===== src/rtl/ddr3_pkg.sv =====
// Shared RAM-port field widths and port indices for the DDR3 RAM arbiter.
package ddr3_pkg;
    localparam int ADDR_W = 32;
    localparam int STRB_W = 16;
    localparam int ID_W   = 16;
    localparam int DATA_W = 128;

    localparam logic PORT0 = 1'b0;
    localparam logic PORT1 = 1'b1;

    // A port is requesting when it asserts any write strobe or a read.
    function automatic logic is_req(input logic [STRB_W-1:0] wr, input logic rd);
        return (|wr) | rd;
    endfunction
endpackage


===== src/rtl/ddr3_ram_arb_fifo.sv =====
// 1-bit-wide synchronous FIFO recording which port owns each in-flight request.
module ddr3_ram_arb_fifo #(
    parameter int DEPTH = 4
) (
    input  logic clk_i,
    input  logic rst_i,
    input  logic push_i,
    input  logic data_i,
    input  logic pop_i,
    output logic full_o,
    output logic empty_o,
    output logic head_o
);
    localparam int PTR_W = $clog2(DEPTH);
    localparam int CNT_W = $clog2(DEPTH) + 1;

    logic             mem_q [DEPTH];
    logic [PTR_W-1:0] wr_ptr_q, wr_ptr_d;
    logic [PTR_W-1:0] rd_ptr_q, rd_ptr_d;
    logic [CNT_W-1:0] count_q, count_d;
    logic             push_ok, pop_ok;

    assign full_o  = (count_q == CNT_W'(DEPTH));
    assign empty_o = (count_q == '0);
    assign head_o  = mem_q[rd_ptr_q];
    assign push_ok = push_i & ~full_o;
    assign pop_ok  = pop_i & ~empty_o;

    // Power-of-two depth lets the pointers wrap by plain overflow.
    always_comb begin
        wr_ptr_d = push_ok ? wr_ptr_q + 1'b1 : wr_ptr_q;
        rd_ptr_d = pop_ok  ? rd_ptr_q + 1'b1 : rd_ptr_q;
        count_d  = count_q;
        if (push_ok && !pop_ok) count_d = count_q + 1'b1;
        if (!push_ok && pop_ok) count_d = count_q - 1'b1;
    end

    always_ff @(posedge clk_i) begin
        if (!rst_i) begin
            wr_ptr_q <= '0;
            rd_ptr_q <= '0;
            count_q  <= '0;
        end else begin
            wr_ptr_q <= wr_ptr_d;
            rd_ptr_q <= rd_ptr_d;
            count_q  <= count_d;
        end
    end

    always_ff @(posedge clk_i) begin
        if (push_ok) mem_q[wr_ptr_q] <= data_i;
    end
endmodule


===== src/rtl/ddr3_ram_arb.sv =====
// Two-port round-robin arbiter in front of the ddr3_core RAM port.
// Define DDR3_RAM_ARB_STATS_EN to add the stats_o per-port fire counters.
module ddr3_ram_arb
    import ddr3_pkg::*;
#(
    parameter int OUTSTANDING    = 4,
    parameter bit PORT0_PRIORITY = 1'b0
) (
    input  logic              clk_i,
    input  logic              rst_i,
`ifdef DDR3_RAM_ARB_STATS_EN
    output logic [63:0]       stats_o,
`endif
    input  logic [ADDR_W-1:0] inport0_addr_i,
    input  logic [STRB_W-1:0] inport0_wr_i,
    input  logic              inport0_rd_i,
    input  logic [ID_W-1:0]   inport0_req_id_i,
    input  logic [DATA_W-1:0] inport0_write_data_i,
    output logic              inport0_accept_o,
    output logic              inport0_ack_o,
    output logic              inport0_error_o,
    output logic [DATA_W-1:0] inport0_read_data_o,
    output logic [ID_W-1:0]   inport0_resp_id_o,
    input  logic [ADDR_W-1:0] inport1_addr_i,
    input  logic [STRB_W-1:0] inport1_wr_i,
    input  logic              inport1_rd_i,
    input  logic [ID_W-1:0]   inport1_req_id_i,
    input  logic [DATA_W-1:0] inport1_write_data_i,
    output logic              inport1_accept_o,
    output logic              inport1_ack_o,
    output logic              inport1_error_o,
    output logic [DATA_W-1:0] inport1_read_data_o,
    output logic [ID_W-1:0]   inport1_resp_id_o,
    output logic [ADDR_W-1:0] outport_addr_o,
    output logic [STRB_W-1:0] outport_wr_o,
    output logic              outport_rd_o,
    output logic [ID_W-1:0]   outport_req_id_o,
    output logic [DATA_W-1:0] outport_write_data_o,
    input  logic              outport_accept_i,
    input  logic              outport_ack_i,
    input  logic              outport_error_i,
    input  logic [DATA_W-1:0] outport_read_data_i,
    input  logic [ID_W-1:0]   outport_resp_id_i
);
    // Handshake: a request is offered while wr/rd are non-zero and is taken
    // (fire) in any cycle the core raises accept; once offered, the grant and
    // its data source stay fixed until that fire.
    logic req0, req1, grant, fwd_valid, fire;
    logic fifo_full, fifo_empty, fifo_head;
    logic lock_q, lock_d, lock_port_q, lock_port_d;
    logic last_q, last_d, stray_q, stray_d;

    assign req0 = is_req(inport0_wr_i, inport0_rd_i);
    assign req1 = is_req(inport1_wr_i, inport1_rd_i);

    always_comb begin
        grant = PORT0;
        if (lock_q)             grant = lock_port_q;
        else if (req0 && req1)  grant = PORT0_PRIORITY ? PORT0 : ~last_q;
        else if (req1)          grant = PORT1;
    end

    assign fwd_valid = ((grant == PORT1) ? req1 : req0) & ~fifo_full;

    assign outport_addr_o       = (grant == PORT1) ? inport1_addr_i       : inport0_addr_i;
    assign outport_req_id_o     = (grant == PORT1) ? inport1_req_id_i     : inport0_req_id_i;
    assign outport_write_data_o = (grant == PORT1) ? inport1_write_data_i : inport0_write_data_i;
    assign outport_wr_o = !fwd_valid ? '0   : ((grant == PORT1) ? inport1_wr_i : inport0_wr_i);
    assign outport_rd_o = !fwd_valid ? 1'b0 : ((grant == PORT1) ? inport1_rd_i : inport0_rd_i);

    assign fire             = outport_accept_i & ((|outport_wr_o) | outport_rd_o);
    assign inport0_accept_o = fire & (grant == PORT0);
    assign inport1_accept_o = fire & (grant == PORT1);

    assign inport0_ack_o       = outport_ack_i & ~fifo_empty & (fifo_head == PORT0);
    assign inport1_ack_o       = outport_ack_i & ~fifo_empty & (fifo_head == PORT1);
    assign inport0_error_o     = outport_error_i;
    assign inport1_error_o     = outport_error_i;
    assign inport0_read_data_o = outport_read_data_i;
    assign inport1_read_data_o = outport_read_data_i;
    assign inport0_resp_id_o   = outport_resp_id_i;
    assign inport1_resp_id_o   = outport_resp_id_i;

    always_comb begin
        lock_d      = fwd_valid & ~fire;
        lock_port_d = grant;
        last_d      = fire ? grant : last_q;
        stray_d     = stray_q | (outport_ack_i & fifo_empty);
    end

    always_ff @(posedge clk_i) begin
        if (!rst_i) begin
            lock_q      <= 1'b0;
            lock_port_q <= PORT0;
            last_q      <= PORT1;
            stray_q     <= 1'b0;
        end else begin
            lock_q      <= lock_d;
            lock_port_q <= lock_port_d;
            last_q      <= last_d;
            stray_q     <= stray_d;
        end
    end

    ddr3_ram_arb_fifo #(.DEPTH(OUTSTANDING)) u_fifo (
        .clk_i   (clk_i),
        .rst_i   (rst_i),
        .push_i  (fire),
        .data_i  (grant),
        .pop_i   (outport_ack_i),
        .full_o  (fifo_full),
        .empty_o (fifo_empty),
        .head_o  (fifo_head)
    );

`ifdef DDR3_RAM_ARB_STATS_EN
    logic [31:0] stat0_q, stat0_d, stat1_q, stat1_d;

    always_comb begin
        stat0_d = stat0_q;
        stat1_d = stat1_q;
        if (inport0_accept_o && stat0_q != 32'hFFFF_FFFF) stat0_d = stat0_q + 32'd1;
        if (inport1_accept_o && stat1_q != 32'hFFFF_FFFF) stat1_d = stat1_q + 32'd1;
    end

    always_ff @(posedge clk_i) begin
        if (!rst_i) begin
            stat0_q <= '0;
            stat1_q <= '0;
        end else begin
            stat0_q <= stat0_d;
            stat1_q <= stat1_d;
        end
    end

    assign stats_o = {stat1_q, stat0_q};
`endif
endmodule


===== config.mk =====
export PLATFORM = sky130hd
export DESIGN_NAME = ddr3_ram_arb
export DESIGN_NICKNAME = d
export VERILOG_FILES = /design/src/rtl/ddr3_pkg.sv /design/src/rtl/ddr3_ram_arb_fifo.sv /design/src/rtl/ddr3_ram_arb.sv
export SDC_FILE = /design/constraint.sdc
export NUM_CORES = 1
export LEC_CHECK = 0
export CELL_PAD_IN_SITES_DETAIL_PLACEMENT = 2
export CELL_PAD_IN_SITES_GLOBAL_PLACEMENT = 2
export CORE_AREA = 2 2 394 396
export CTS_CLUSTER_SIZE = 20
export DETAILED_ROUTE_END_ITERATION = 6
export DIE_AREA = 0 0 396 398
export PLACE_DENSITY_LB_ADDON = 0.05
export RECOVER_POWER = 25
export SKIP_CTS_REPAIR_TIMING = 1
export SYNTH_ARGS = -nofsm -noshare
export SYNTH_HDL_FRONTEND = slang
export SYNTH_SLANG_ARGS = --single-unit

===== constraint.sdc =====
create_clock -name clk_i -period 2.75 [get_ports clk_i]
set_input_delay 0.55 -clock clk_i [delete_from_list [all_inputs] [get_ports clk_i]]
set_output_delay 0.55 -clock clk_i [all_outputs]
set_load 0.02 [all_outputs]

Word level (Yosys, flattened, before mapping)
Memory sizes are Yosys's and may differ from the RTL's. A register that Yosys moved wholly into a read port is not among the register bits.
Cells that the tools add are included.
Storage, ports and cells
  logic and storage cells: 57
  memories: 1
  flip-flop bits (word level): 10
  bits of input ports: 535
  RAM bits: 4
  output and inout port bits: 487
Memories
  u_fifo.mem_q: words 4, bits a word 1, rd ports 1, clocked after memory_dff 1, wr ports 1, line ddr3_ram_arb_fifo.sv:17  | logic mem_q [DEPTH];
Cells by class
  add/subtract/negate cells: 4
  bitwise operators: 18
  equality and inequality tests: 1
  reductions and logical operators: 10
  multiplexer cells: 17
Operators with widths (count)
  $mux 128: 1
  $mux 16: 3
  $reduce_or 16->1: 3
  $mux 32: 1
  $and 1x1->1: 9
  $mux 1: 8
  $mux 3: 2
  $not 1->1: 6
  $add 2x1->2 const B: 2
  $mux 2: 2
  $add 3x1->3 const B: 1
  $eq 3x3->1 const B: 1
  $logic_and 1x1->1: 3
  $logic_not 3->1: 1
  $or 1x1->1: 3
  $sub 3x1->3 const B: 1
  $logic_not 1->1: 2
  $reduce_bool 2->1: 1

Logic depth before layout (Yosys ltp)
Gate-level depths: netlist (run 1).
  word-level depth: 15
  gate-level depth with buffers: 11
  depth with buffers taken out: 11

By module
Synthesis (run 1) repeated with hierarchy kept, for this count alone.
Second synthesis, totals
  cell total of the unflattened synthesis: 654
  area total of the unflattened synthesis: 6241.0 µm²
By module, submodules not included
  ddr3_ram_arb: cells an instance 595, instances 1, area an instance 5604.1 µm², seq. area each 60.1 µm²
  ddr3_ram_arb_fifo: cells an instance 59, instances 1, area an instance 636.9 µm², seq. area each 300.3 µm²

Worst setup path before layout (run 1)
Ideal clock, no wire load.
  path type: input to register
  start: input port inport0_wr_i[8]
  end: register u_fifo.count_q[2]
  setup time: 76 ps
  required time: 2674 ps
  arrival time: 2643 ps
  buffers on the path: 0
  slack: 31 ps
  stages on the path: 11
  cells stage by stage: nor4_1 -> and4_1 -> and3_1 -> o21ai_1 -> nand2_1 -> ha_1 -> inv_1 -> fa_1 -> xor2_1 -> or3_1 -> a21boi_0
On the way
  longest elaborated chain between the ends: 15
  elaborated cells between the ends (all ways): 20
  those cells by class: 8 x mux; 5 x bitwise; 7 x reduce/logical
RTL lines
  from (decl): line ddr3_ram_arb.sv:15  | input logic [STRB_W-1:0] inport0_wr_i,
  $reduce_or 16->1: line ddr3_pkg.sv:13  | return (|wr) | rd;
  $or 1x1->1: line ddr3_pkg.sv:13
  $logic_and 1x1->1: line ddr3_ram_arb.sv:59  | else if (req0 && req1) grant = PORT0_PRIORITY ? PORT0 : ~last_q;
  $mux 1: line ddr3_ram_arb.sv:59
  $mux 1: line ddr3_ram_arb.sv:58  | if (lock_q) grant = lock_port_q;
  $mux 1: line ddr3_ram_arb.sv:63  | assign fwd_valid = ((grant == PORT1) ? req1 : req0) & ~fifo_full;
  $and 1x1->1: line ddr3_ram_arb.sv:63
  $mux 16: line ddr3_ram_arb.sv:68  | assign outport_wr_o = !fwd_valid ? '0 : ((grant == PORT1) ? inport1_wr_i : inport0_wr_i);
  $reduce_or 16->1: line ddr3_ram_arb.sv:71  | assign fire = outport_accept_i & ((|outport_wr_o) | outport_rd_o);
  $or 1x1->1 *: line ddr3_ram_arb.sv:71
  $and 1x1->1 *: line ddr3_ram_arb.sv:71
  $and 1x1->1 *: line ddr3_ram_arb_fifo.sv:26  | assign push_ok = push_i & ~full_o;
  $logic_not 1->1: line ddr3_ram_arb_fifo.sv:35  | if (!push_ok && pop_ok) count_d = count_q - 1'b1;
  $logic_and 1x1->1: line ddr3_ram_arb_fifo.sv:35
  $mux 3 / $reduce_bool 2->1 (equally long branches)
  to (signal assigned): line ddr3_ram_arb_fifo.sv:46  | count_q <= count_d;
  to (decl): line ddr3_ram_arb_fifo.sv:20  | logic [CNT_W-1:0] count_q, count_d;
Mark *: on every way between the ends. The rest lies on a longest branch, timed or not.
A chain may end at the register's enable or synchronous reset.

Final worst setup path (run 1)
  start: input port inport0_wr_i[12]
  end: output port outport_wr_o[14]
On the way
  longest elaborated chain between the ends: 8
  elaborated cells between the ends (all ways): 9
  those cells by class: 5 x mux; 2 x bitwise; 2 x reduce/logical
RTL lines
  $reduce_or 16->1 *: line ddr3_pkg.sv:13
  $or 1x1->1 *: line ddr3_pkg.sv:13
  $logic_and 1x1->1: line ddr3_ram_arb.sv:59
  $mux 1: line ddr3_ram_arb.sv:59
  $mux 1: line ddr3_ram_arb.sv:58
  $mux 1: line ddr3_ram_arb.sv:63
  $and 1x1->1: line ddr3_ram_arb.sv:63
  $mux 16 *: line ddr3_ram_arb.sv:68
  to (decl): line ddr3_ram_arb.sv:35  | output logic [STRB_W-1:0] outport_wr_o,
Marks and branches as above.

==> impl_table.tex, run 1 <==
\begin{tabular}{lr}
\hline
Metric & Value \\
\hline
\multicolumn{2}{l}{\textbf{Place}} \\
\quad Number of instances in the placed design & 3404 \\
\quad Number of input and output port buffers inserted & 586 \\
\quad Weighted congestion reported at the end of routability-driven placement & $\sim$0.71 \\
\quad Worst setup timing slack at the placement stage & -1.94 ns \\
\quad Hpwl dp & between 50000 and 60000 um \\
\quad Area after DPL & 0.0125 mm\^{}2 \\
\multicolumn{2}{l}{\textbf{CTS}} \\
\quad Sinks on Clock Net & 16 \\
\quad Number of CTS-inserted buffers & 3 \\
\quad Clock tree from TritonCTS & yes \\
\quad Root cell of the clock tree & sky130\_fd\_sc\_hd\_\_clkbuf\_16 \\
\quad Level count of the clock H-tree & 1 \\
\quad Clock transition time at the flip-flop clock pins of the worst setup and hold paths & 0.05 ns \\
\quad Insertion delay to the later sink of the worst-skew pair & 0.25 ns \\
\quad Largest buffer count on any clock path & 2 \\
\multicolumn{2}{l}{\textbf{Floorplanning}} \\
\quad Die W & 396 um \\
\quad Placeable core area & 0.153 mm\^{}2 \\
\quad Top-level port count & roughly 1000 \\
\quad Initial standard-cell utilization of the core & 3.64\% \\
\quad Total die area & 0.158 mm\^{}2 \\
\quad Die height & roughly 400 um \\
\quad Site row count & around 140 \\
\multicolumn{2}{l}{\textbf{Timing}} \\
\quad Headroom to the max-slew limit & between 60\% and 70\% \\
\quad Setup repair after global routing missed its margin & yes \\
\quad Hold Fails Final Rpt & 0 \\
\quad Final count of pins violating max slew & 0 \\
\quad Period utilization & 118\% \\
\quad Clock tree skew after final layout & roughly 0.005 ns \\
\quad Timing-limited maximum frequency & 309 MHz \\
\quad Worst-case setup margin in the final layout & -0.487 ns \\
\quad Hold Slack & around 0.53 ns \\
\quad Setup total negative slack & -72.02 ns \\
\quad Slew at the pin closest to its max-slew limit & 0.491 ns \\
\quad Final critical delay including setup and external delays & 3.24 ns \\
\quad Final setup violation count & 196 \\
\multicolumn{2}{l}{\textbf{Worst setup path}} \\
\quad Worst setup slack for register-to-register paths & 0.59 ns \\
\quad Number of cells traversed by the worst register-to-register path & 9 \\
\quad Crit-path slowest cell & sky130\_fd\_sc\_hd\_\_clkdlybuf4s50\_1 \\
\quad Peak per-stage delay on the critical path & 0.45 ns \\
\quad Endpoint of the most critical register-to-register path & u\_fifo.count\_q[2]\$\_SDFFE\_PN0P\_ \\
\quad Required time of the critical path & about 2.2 ns \\
\quad Category of the worst setup path launch point & input port \\
\quad Type of the worst setup path & in -> out \\
\quad Cell chain of the critical path & clkdlybuf4s50\_1 > nor3\_2 > a21boi\_2 > o31a\_4 > buf\_12 > clkinv\_16 > buf\_8 > buf\_12 > nand2\_4 > a21oi\_2 > buf\_4 > buf\_12 \\
\quad Worst path arrival time & 2.69 ns \\
\quad Start of the worst register-to-register path & u\_fifo.count\_q[0]\$\_SDFFE\_PN0P\_ \\
\quad Largest fanout of any net on the critical path & 7 \\
\quad Most prevalent standard cell on the critical path & sky130\_fd\_sc\_hd\_\_buf\_12 \\
\quad Crit. End Element & output port \\
\multicolumn{2}{l}{\textbf{Finish}} \\
\quad Fraction of final layout cells sized beyond drive strength 1 & 38.4\% \\
\quad Area of the multi-input gates & 0.00366 mm\^{}2 \\
\quad Most frequent standard cell in the layout excluding fill and tap cells & sky130\_fd\_sc\_hd\_\_nand2\_1 \\
\quad Layout Utilization & 9.57\% \\
\quad Register area & $\sim$360 um\^{}2 \\
\quad Most frequent cells in the layout & sky130\_fd\_sc\_hd\_\_nand2\_1 (426), sky130\_fd\_sc\_hd\_\_clkdlybuf4s50\_1 (362), sky130\_fd\_sc\_hd\_\_buf\_4 (121) \\
\quad Number of nets in the final layout & 1965 \\
\quad Final Non-Filler Cells & 3476 \\
\quad Final design instance area without fill & 0.0147 mm\^{}2 \\
\quad Number of filler cells placed in the layout & 18100 \\
\quad Layout-stage area growth over the synthesis result & 163\% \\
\multicolumn{2}{l}{\textbf{Outcome}} \\
\quad Run status & finished with violations \\
\quad Failing checks & setup timing \\
\multicolumn{2}{l}{\textbf{Hold path}} \\
\quad Origin of the worst min-delay path & u\_fifo.wr\_ptr\_q[1]\$\_SDFFE\_PN0P\_ \\
\quad Class of the most critical hold timing path & reg -> reg \\
\quad Number of instances on the worst hold path & 2 \\
\quad Hold endpoint & u\_fifo.wr\_ptr\_q[1]\$\_SDFFE\_PN0P\_ \\
\multicolumn{2}{l}{\textbf{Yosys}} \\
\quad Post-synthesis cell count & 1008 \\
\quad Number of enable-type register cells in the synthesized netlist & 4 \\
\quad Syn nets & 1549 \\
\quad Async set-reset flop share out of synthesis & 0\% \\
\quad Number of distinct library cells after synthesis & 36 \\
\quad Mean area per synthesized cell & between 5 and 6 um\^{}2 \\
\quad Number of register bits inferred by synthesis & 16 \\
\quad Dominant synthesized flop cell & sky130\_fd\_sc\_hd\_\_dfxtp\_1 \\
\quad Summed instance area of the synthesized netlist & between 0.005 and 0.006 mm\^{}2 \\
\quad Sequential share of the synthesized area & 6.46\% \\
\quad Count of yosys warnings during synthesis & 0 \\
\multicolumn{2}{l}{\textbf{Power}} \\
\quad Worst IR Drop VDD & 142 uV \\
\quad Leak & 6.34 nW \\
\quad Total power & 6.05 mW \\
\quad Power density relative to cell area & 412 mW/mm\^{}2 \\
\multicolumn{2}{l}{\textbf{Global route}} \\
\quad Number of global-route vias before repair & 8462 \\
\quad Number of antenna violations at the first check in global routing & 66 \\
\quad Grt total ovfl & 0 \\
\quad Largest net degree at the start of global routing & 34 \\
\quad Combined global-route utilization of all metal layers & around 6.7\% \\
\quad Wire length of the first global-routing pass & between 70000 and 80000 um \\
\multicolumn{2}{l}{\textbf{Detailed routing}} \\
\quad Post-detailed-route DRC marker count & 0 \\
\quad WL/cell & 17.2 um \\
\quad Overall routed net length & 59800 um \\
\quad Number of vias in the routed layout & between 7000 and 8000 \\
\quad First-pass DRT Iterations & 4 \\
\quad Detailed router's first-iteration violation count & 110 \\
\quad Via-per-instance ratio & 2.29 \\
\quad Post-route ant nets & 0 \\
\multicolumn{2}{l}{\textbf{Job}} \\
\quad Reported max-cap violation count & 0 \\
\hline
\end{tabular}
==> critical path, delay by kind of cell <==
family / cells / cell delay, ns
buffers and inverters: 7 / 1.19
AOI/OAI and AO/OA: 3 / 0.56
and+or+nand+nor: 2 / 0.36
==> kinds of logic after synthesis <==
logic type / Yosys count / synth area share [%]
AOI/OAI and AO/OA: 31 / 3.12
xor gates and xnor gates: 4 / 0.628
adders and majority gates: 6 / 1.48
buffers and inverters: 343 / 45.6
DFF: 16 / 6.46
muxes: 2 / 0.583
and+or+nand+nor: 606 / 42.1
==> final cells by class <==
| cell class | count | area share [%] |
|---|---|---|
| Tap cell | 2044 | 17.4 |
| Sequential cell | 16 | 2.46 |
| Inverter | 8 | 0.384 |
| Timing Repair inverter | 2 | 0.281 |
| Clock buffer | 4 | 0.605 |
| Multi-Input combinational cell | 649 | 25.0 |
| Antenna cell | 9 | 0.154 |
| Timing Repair Buffer | 744 | 53.7 |
==> layer usage <==
layer  routed length, um  global-route usage [%]  vias up
met5                 598                       0        -
met4                 571                   0.645       96
met3                9370                    5.41      142
met2               27000                    10.7      546
met1               22200                    7.00     3550
li1                    -                       -     3615
==> how the worst max path moves through the flow <==
stage                          start  slack [ns]  cells after the start                             end
finish              inport0_wr_i[12]       -0.49                     12                outport_wr_o[14]
CTS                 inport1_wr_i[11]       -1.95                     11        outport_write_data_o[37]
detailed placement  inport1_wr_i[11]       -1.94                     12        outport_write_data_o[27]
global route        inport0_wr_i[12]       -0.62                     12                outport_wr_o[14]
floorplan            inport0_wr_i[8]        0.03                     11  u_fifo.count_q[2]$_SDFFE_PN0P_
global placement    inport1_wr_i[11]       -1.98                     11        outport_write_data_o[37]
==> cells in the mapped netlist (2+ instances only) <==
cell type,n,area (um^2)
sky130_fd_sc_hd__and2_1,8,50.1
sky130_fd_sc_hd__nor2_1,5,18.8
sky130_fd_sc_hd__nand3_1,3,15.0
sky130_fd_sc_hd__buf_4,292,2190
sky130_fd_sc_hd__nor4_1,6,37.5
sky130_fd_sc_hd__and3_1,5,31.3
sky130_fd_sc_hd__nand2_1,571,2140
sky130_fd_sc_hd__a21oi_1,19,95.1
sky130_fd_sc_hd__a21boi_0,2,15.0
sky130_fd_sc_hd__buf_6,16,180
sky130_fd_sc_hd__nor3_1,4,20.0
sky130_fd_sc_hd__inv_1,7,26.3
sky130_fd_sc_hd__buf_2,21,105
sky130_fd_sc_hd__edfxtp_1,4,120
sky130_fd_sc_hd__o21ai_0,4,20.0
sky130_fd_sc_hd__xnor2_1,3,26.3
sky130_fd_sc_hd__ha_1,5,62.6
sky130_fd_sc_hd__clkbuf_1,4,15.0
sky130_fd_sc_hd__dfxtp_1,12,240
==> report_power, final <==
group          internal (mW)  switching (mW)
logic                   2.67            2.71
clock network          0.222           0.106
registers              0.298          0.0348
Power figures use the tool's default switching activity.
==> inputs of run 2 (changes only) <==
--- a/config.mk
+++ b/config.mk
@@ -7,13 +7,14 @@
 export LEC_CHECK = 0
 export CELL_PAD_IN_SITES_DETAIL_PLACEMENT = 2
 export CELL_PAD_IN_SITES_GLOBAL_PLACEMENT = 2
-export CORE_AREA = 2 2 394 396
+export CORE_AREA = 2 2 393 395
 export CTS_CLUSTER_SIZE = 20
 export DETAILED_ROUTE_END_ITERATION = 6
-export DIE_AREA = 0 0 396 398
+export DIE_AREA = 0 0 395 397
 export PLACE_DENSITY_LB_ADDON = 0.05
 export RECOVER_POWER = 25
 export SKIP_CTS_REPAIR_TIMING = 1
 export SYNTH_ARGS = -nofsm -noshare
 export SYNTH_HDL_FRONTEND = slang
+export SYNTH_HIERARCHICAL = 1
 export SYNTH_SLANG_ARGS = --single-unit
==> constraint.sdc (replaced) <==
create_clock -name clk_i -period 2.97 [get_ports clk_i]
set_input_delay 0.594 -clock clk_i [delete_from_list [all_inputs] [get_ports clk_i]]
set_output_delay 0.594 -clock clk_i [all_outputs]
set_load 0.02 [all_outputs]
==> run 2 against run 1 <==
Net effect:
- the run still ends with setup timing left
- sequential power increased by 2%
- combinational power increased by 4.1%
- setup slack improved by 0.12 ns
- core utilization increased by 0.20 points
- area after synthesis increased by 12%
- synthesized cell count decreased by 35%
- power increased by 3.5%
- via count decreased by 17%
- critical path type unchanged
==> impl_table.tex, run 2 <==
\begin{tabular}{lr}
\hline
Metric & Value \\
\hline
\multicolumn{2}{l}{\textbf{Detailed routing}} \\
\quad Number of vias in the routed layout & 6586 (was 7949) \\
\quad Met2 Wirelength & 24000 um (was 27000 um) \\
\quad First-pass DRT Iterations & 4 (unchanged) \\
\quad Detailed router's first-iteration violation count & 85 (was 110) \\
\quad Highest metal layer with signal wires & met5 (unchanged) \\
\quad Met3 wire length & 10300 um (was 9370 um) \\
\quad Post-route ant nets & 0 (unchanged) \\
\quad WL/cell & 18.5 um (was 17.2 um) \\
\quad Wl on met1 & 22300 um (was 22200 um) \\
\quad Post-detailed-route DRC marker count & 0 (unchanged) \\
\quad Overall routed net length & 57800 um (was 59800 um) \\
\quad Via-per-instance ratio & 2.11 (was 2.29) \\
\multicolumn{2}{l}{\textbf{Yosys}} \\
\quad Post-synthesis cell count & 654 (was 1008) \\
\quad Async set-reset flop share out of synthesis & 0\% (unchanged) \\
\quad Largest cells by area after synthesis & sky130\_fd\_sc\_hd\_\_buf\_4 (36\%), sky130\_fd\_sc\_hd\_\_mux2\_4 (24\%), sky130\_fd\_sc\_hd\_\_mux2\_2 (13\%), sky130\_fd\_sc\_hd\_\_dfxtp\_1 (3.8\%), sky130\_fd\_sc\_hd\_\_buf\_12 (3.5\%) (was sky130\_fd\_sc\_hd\_\_buf\_4 (39\%), sky130\_fd\_sc\_hd\_\_nand2\_1 (38\%), sky130\_fd\_sc\_hd\_\_dfxtp\_1 (4.3\%), sky130\_fd\_sc\_hd\_\_buf\_6 (3.2\%), sky130\_fd\_sc\_hd\_\_edfxtp\_1 (2.2\%)) \\
\quad Number of enable-type register cells in the synthesized netlist & 4 (unchanged) \\
\quad Number of distinct library cells after synthesis & 47 (was 36) \\
\quad Commonest cells post-synth & sky130\_fd\_sc\_hd\_\_buf\_4 (296), sky130\_fd\_sc\_hd\_\_mux2\_4 (100), sky130\_fd\_sc\_hd\_\_mux2\_2 (70) (was sky130\_fd\_sc\_hd\_\_nand2\_1 (571), sky130\_fd\_sc\_hd\_\_buf\_4 (292), sky130\_fd\_sc\_hd\_\_buf\_2 (21)) \\
\quad Count of yosys warnings during synthesis & 6 (was 0) \\
\quad Top-count cell post-synth & sky130\_fd\_sc\_hd\_\_buf\_4 (was sky130\_fd\_sc\_hd\_\_nand2\_1) \\
\quad Summed instance area of the synthesized netlist & 0.00624 mm\^{}2 (was 0.00558 mm\^{}2) \\
\quad Cell taking the most area after synthesis & sky130\_fd\_sc\_hd\_\_buf\_4 (unchanged) \\
\quad Yosys top cell area share & 35.6\% (was 39.3\%) \\
\quad Sequential share of the synthesized area & 5.77\% (was 6.46\%) \\
\quad Syn nets & 1195 (was 1549) \\
\quad Synthesized-area fraction occupied by xor and xnor cells & 0.281\% (was 0.628\%) \\
\quad Post-synthesis share of cell area spent on full adders, half adders and majority gates & 1.32\% (was 1.48\%) \\
\quad Dominant synthesized flop cell & sky130\_fd\_sc\_hd\_\_dfxtp\_1 (unchanged) \\
\quad Number of register bits inferred by synthesis & 16 (unchanged) \\
\quad Mean area per synthesized cell & 9.54 um\^{}2 (was 5.53 um\^{}2) \\
\quad Area fraction in and, or, nand and nor cells after synthesis & 6.50\% (was 42.1\%) \\
\quad Compound-cell area share of the yosys netlist & 6.28\% (was 3.12\%) \\
\quad Portion of netlist area occupied by mux cells & 38.6\% (was 0.583\%) \\
\quad Combinational family with the most area after synthesis & buffers and inverters (unchanged) \\
\multicolumn{2}{l}{\textbf{Worst setup path}} \\
\quad Number of cells traversed by the worst register-to-register path & 12 (was 9) \\
\quad Crit. End Element & output port (unchanged) \\
\quad Start of the worst register-to-register path & u\_fifo/count\_q[2]\$\_SDFFE\_PN0P\_ (was u\_fifo.count\_q[0]\$\_SDFFE\_PN0P\_) \\
\quad Category of the worst setup path launch point & input port (unchanged) \\
\quad Required time of the critical path & 2.38 ns (was 2.20 ns) \\
\quad Worst path arrival time & 2.74 ns (was 2.69 ns) \\
\quad Worst setup slack for register-to-register paths & 0.07 ns (was 0.59 ns) \\
\quad Type of the worst setup path & in -> out (unchanged) \\
\quad Crit path launch & inport1\_wr\_i[0] (was inport0\_wr\_i[12]) \\
\quad Largest fanout of any net on the critical path & 5 (was 7) \\
\multicolumn{2}{l}{\textbf{Finish}} \\
\quad Layout-stage area growth over the synthesis result & 139\% (was 163\%) \\
\quad Most frequent cells in the layout & sky130\_fd\_sc\_hd\_\_clkdlybuf4s50\_1 (357), sky130\_fd\_sc\_hd\_\_buf\_6 (183), sky130\_fd\_sc\_hd\_\_mux2\_4 (165) (was sky130\_fd\_sc\_hd\_\_nand2\_1 (426), sky130\_fd\_sc\_hd\_\_clkdlybuf4s50\_1 (362), sky130\_fd\_sc\_hd\_\_buf\_4 (121)) \\
\quad Fraction of final layout cells sized beyond drive strength 1 & 54.5\% (was 38.4\%) \\
\quad Most frequent standard cell in the layout excluding fill and tap cells & sky130\_fd\_sc\_hd\_\_clkdlybuf4s50\_1 (was sky130\_fd\_sc\_hd\_\_nand2\_1) \\
\quad Number of nets in the final layout & 1606 (was 1965) \\
\quad Number of filler cells placed in the layout & 17700 (was 18100) \\
\multicolumn{2}{l}{\textbf{Place}} \\
\quad Hpwl dp & 49100 um (was 50200 um) \\
\quad Worst setup timing slack at the placement stage & -1.31 ns (was -1.94 ns) \\
\quad Weighted congestion reported at the end of routability-driven placement & 0.696 (was 0.705) \\
\quad Number of input and output port buffers inserted & 586 (unchanged) \\
\multicolumn{2}{l}{\textbf{CTS}} \\
\quad Clock tree from TritonCTS & yes (unchanged) \\
\quad Sinks on Clock Net & 16 (unchanged) \\
\quad Largest buffer count on any clock path & 2 (unchanged) \\
\quad Insertion delay to the later sink of the worst-skew pair & 0.25 ns (about the same) \\
\quad Level count of the clock H-tree & 1 (unchanged) \\
\quad Number of CTS-inserted buffers & 3 (unchanged) \\
\quad Root cell of the clock tree & sky130\_fd\_sc\_hd\_\_clkbuf\_16 (unchanged) \\
\quad Clock transition time at the flip-flop clock pins of the worst setup and hold paths & 0.06 ns (was 0.05 ns) \\
\multicolumn{2}{l}{\textbf{Hold path}} \\
\quad Origin of the worst min-delay path & u\_fifo/rd\_ptr\_q[1]\$\_SDFFE\_PN0P\_ (was u\_fifo.wr\_ptr\_q[1]\$\_SDFFE\_PN0P\_) \\
\quad Class of the most critical hold timing path & reg -> reg (unchanged) \\
\quad Number of instances on the worst hold path & 2 (unchanged) \\
\multicolumn{2}{l}{\textbf{Floorplanning}} \\
\quad Die height & 397 um (was 398 um) \\
\quad Die W & 395 um (was 396 um) \\
\quad Initial standard-cell utilization of the core & 4.08\% (was 3.64\%) \\
\quad Placeable core area & 0.153 mm\^{}2 (about the same) \\
\quad Site row count & 144 (unchanged) \\
\quad Total die area & 0.157 mm\^{}2 (was 0.158 mm\^{}2) \\
\quad Top-level port count & 1022 (unchanged) \\
\multicolumn{2}{l}{\textbf{Timing}} \\
\quad Clock tree skew after final layout & 0.00417 ns (was 0.00514 ns) \\
\quad Final critical delay including setup and external delays & 3.34 ns \\
\quad Worst-case setup margin in the final layout & -0.367 ns (was -0.487 ns) \\
\quad Hold Slack & 0.502 ns (was 0.525 ns) \\
\quad Final count of pins violating max slew & 0 (unchanged) \\
\quad Timing-limited maximum frequency & 300 MHz \\
\quad Final setup violation count & 196 (unchanged) \\
\quad Hold Fails Final Rpt & 0 (unchanged) \\
\quad Headroom to the max-slew limit & 57.1\% (was 67.2\%) \\
\quad Slew at the pin closest to its max-slew limit & 0.640 ns (was 0.491 ns) \\
\quad Setup repair after global routing missed its margin & yes (unchanged) \\
\quad Period utilization & 112\% \\
\multicolumn{2}{l}{\textbf{Global route}} \\
\quad Combined global-route utilization of all metal layers & 6.42\% (was 6.68\%) \\
\quad Number of antenna violations at the first check in global routing & 69 (was 66) \\
\quad Wire length of the first global-routing pass & 68600 um (was 73500 um) \\
\quad Largest net degree at the start of global routing & 27 (was 34) \\
\quad Number of global-route vias before repair & 6845 (was 8462) \\
\quad Grt total ovfl & 0 (unchanged) \\
\multicolumn{2}{l}{\textbf{Power}} \\
\quad Worst IR Drop VDD & 180 uV (was 142 uV) \\
\quad Leak & 5.97 nW (was 6.34 nW) \\
\quad Power density relative to cell area & 419 mW/mm\^{}2 (was 412 mW/mm\^{}2) \\
\multicolumn{2}{l}{\textbf{Outcome}} \\
\quad Run status & finished with violations (unchanged) \\
\quad Failing checks & setup timing (unchanged) \\
\multicolumn{2}{l}{\textbf{Job}} \\
\quad Reported max-cap violation count & 0 (unchanged) \\
\hline
\end{tabular}
==> run 2: cell families (layout without fill, tap and decap cells) <==
family,count (synthesis),in the layout
other,0,7
buffers and inverters,334,742
DFF,16,16
xor gates and xnor gates,2,2
muxes,180,180
adders and majority gates,6,6
and+or+nand+nor,66,68
AOI/OAI and AO/OA,50,50
==> run 2: path summary, 6_finish.rpt <==
| kind | to |
|---|---|
| hold reg to reg | u_fifo/rd_ptr_q[1]$_SDFFE_PN0P_ |
| setup reg to reg | u_fifo/count_q[2]$_SDFFE_PN0P_ |
| hold / removal | u_fifo/rd_ptr_q[1]$_SDFFE_PN0P_ |
| setup / recovery | outport_write_data_o[73] |
==> run 2: power breakdown <==
part / switching [mW] / internal (mW)
clock network: 0.103 / 0.205
logic: 2.43 / 3.18
registers: 0.0515 / 0.290
==> run 2: final cells by class <==
class / instances / area, um^2 / area share, %
clock buffer: 4 / 88.8 / 0.594
inverter: 11 / 41.3 / 0.276
multi-input combinational: 306 / 3930 / 26.3
antenna: 7 / 17.5 / 0.117
tap: 2044 / 2560 / 17.1
sequential: 16 / 360 / 2.41
timing repair buffer: 727 / 7950 / 53.2
==> run 2: critical path, stage by stage <==
cell and delay [ns]:
sky130_fd_sc_hd__buf_6 0.10, sky130_fd_sc_hd__nor4_4 0.26, sky130_fd_sc_hd__buf_4 0.18, sky130_fd_sc_hd__nand3_4 0.08, sky130_fd_sc_hd__o32a_4 0.45, sky130_fd_sc_hd__buf_12 0.16, sky130_fd_sc_hd__nand2_8 0.07, sky130_fd_sc_hd__buf_12 0.14
sky130_fd_sc_hd__buf_12 0.11, sky130_fd_sc_hd__buf_16 0.13, sky130_fd_sc_hd__mux2_4 0.31, sky130_fd_sc_hd__buf_6 0.13
==> run 2: stage by stage <==
stage	util [%]	cell area (um^2)	std cells	setup TNS [ns]	total power, mW
4_1_cts	8.45	12900	3042	-226.85	5.17
5_1_grt	9.76	14900	3109	-70.82	6.69
3_5_place_dp	8.39	12800	3038	-227.91	4.82
3_3_place_gp	8.39	12800	3038	-223.12	4.86
6_report	9.77	14900	3115	-55.21	6.26
2_1_floorplan	-	6260	654	0	3.10
==> run 2: routing by layer <==
metal  GRT usage, %  vias up
met1           7.14     2923
met2           9.27      637
met4          0.423       92
met3           5.90      139
met5          0.696        -
li1               -     2795
==> inputs of run 3 (changes only) <==
--- a/config.mk
+++ b/config.mk
@@ -8,12 +8,14 @@
 export CELL_PAD_IN_SITES_DETAIL_PLACEMENT = 2
 export CELL_PAD_IN_SITES_GLOBAL_PLACEMENT = 2
 export CORE_AREA = 2 2 393 395
+export CTS_CLUSTER_DIAMETER = 40
 export CTS_CLUSTER_SIZE = 20
 export DETAILED_ROUTE_END_ITERATION = 6
 export DIE_AREA = 0 0 395 397
 export PLACE_DENSITY_LB_ADDON = 0.05
 export RECOVER_POWER = 25
 export SKIP_CTS_REPAIR_TIMING = 1
+export SLEW_MARGIN = 20
 export SYNTH_ARGS = -nofsm -noshare
 export SYNTH_HDL_FRONTEND = slang
 export SYNTH_HIERARCHICAL = 1
==> results of run 3 <==
Same layout as run 2: the final DEF is identical, and so are final timing and power.
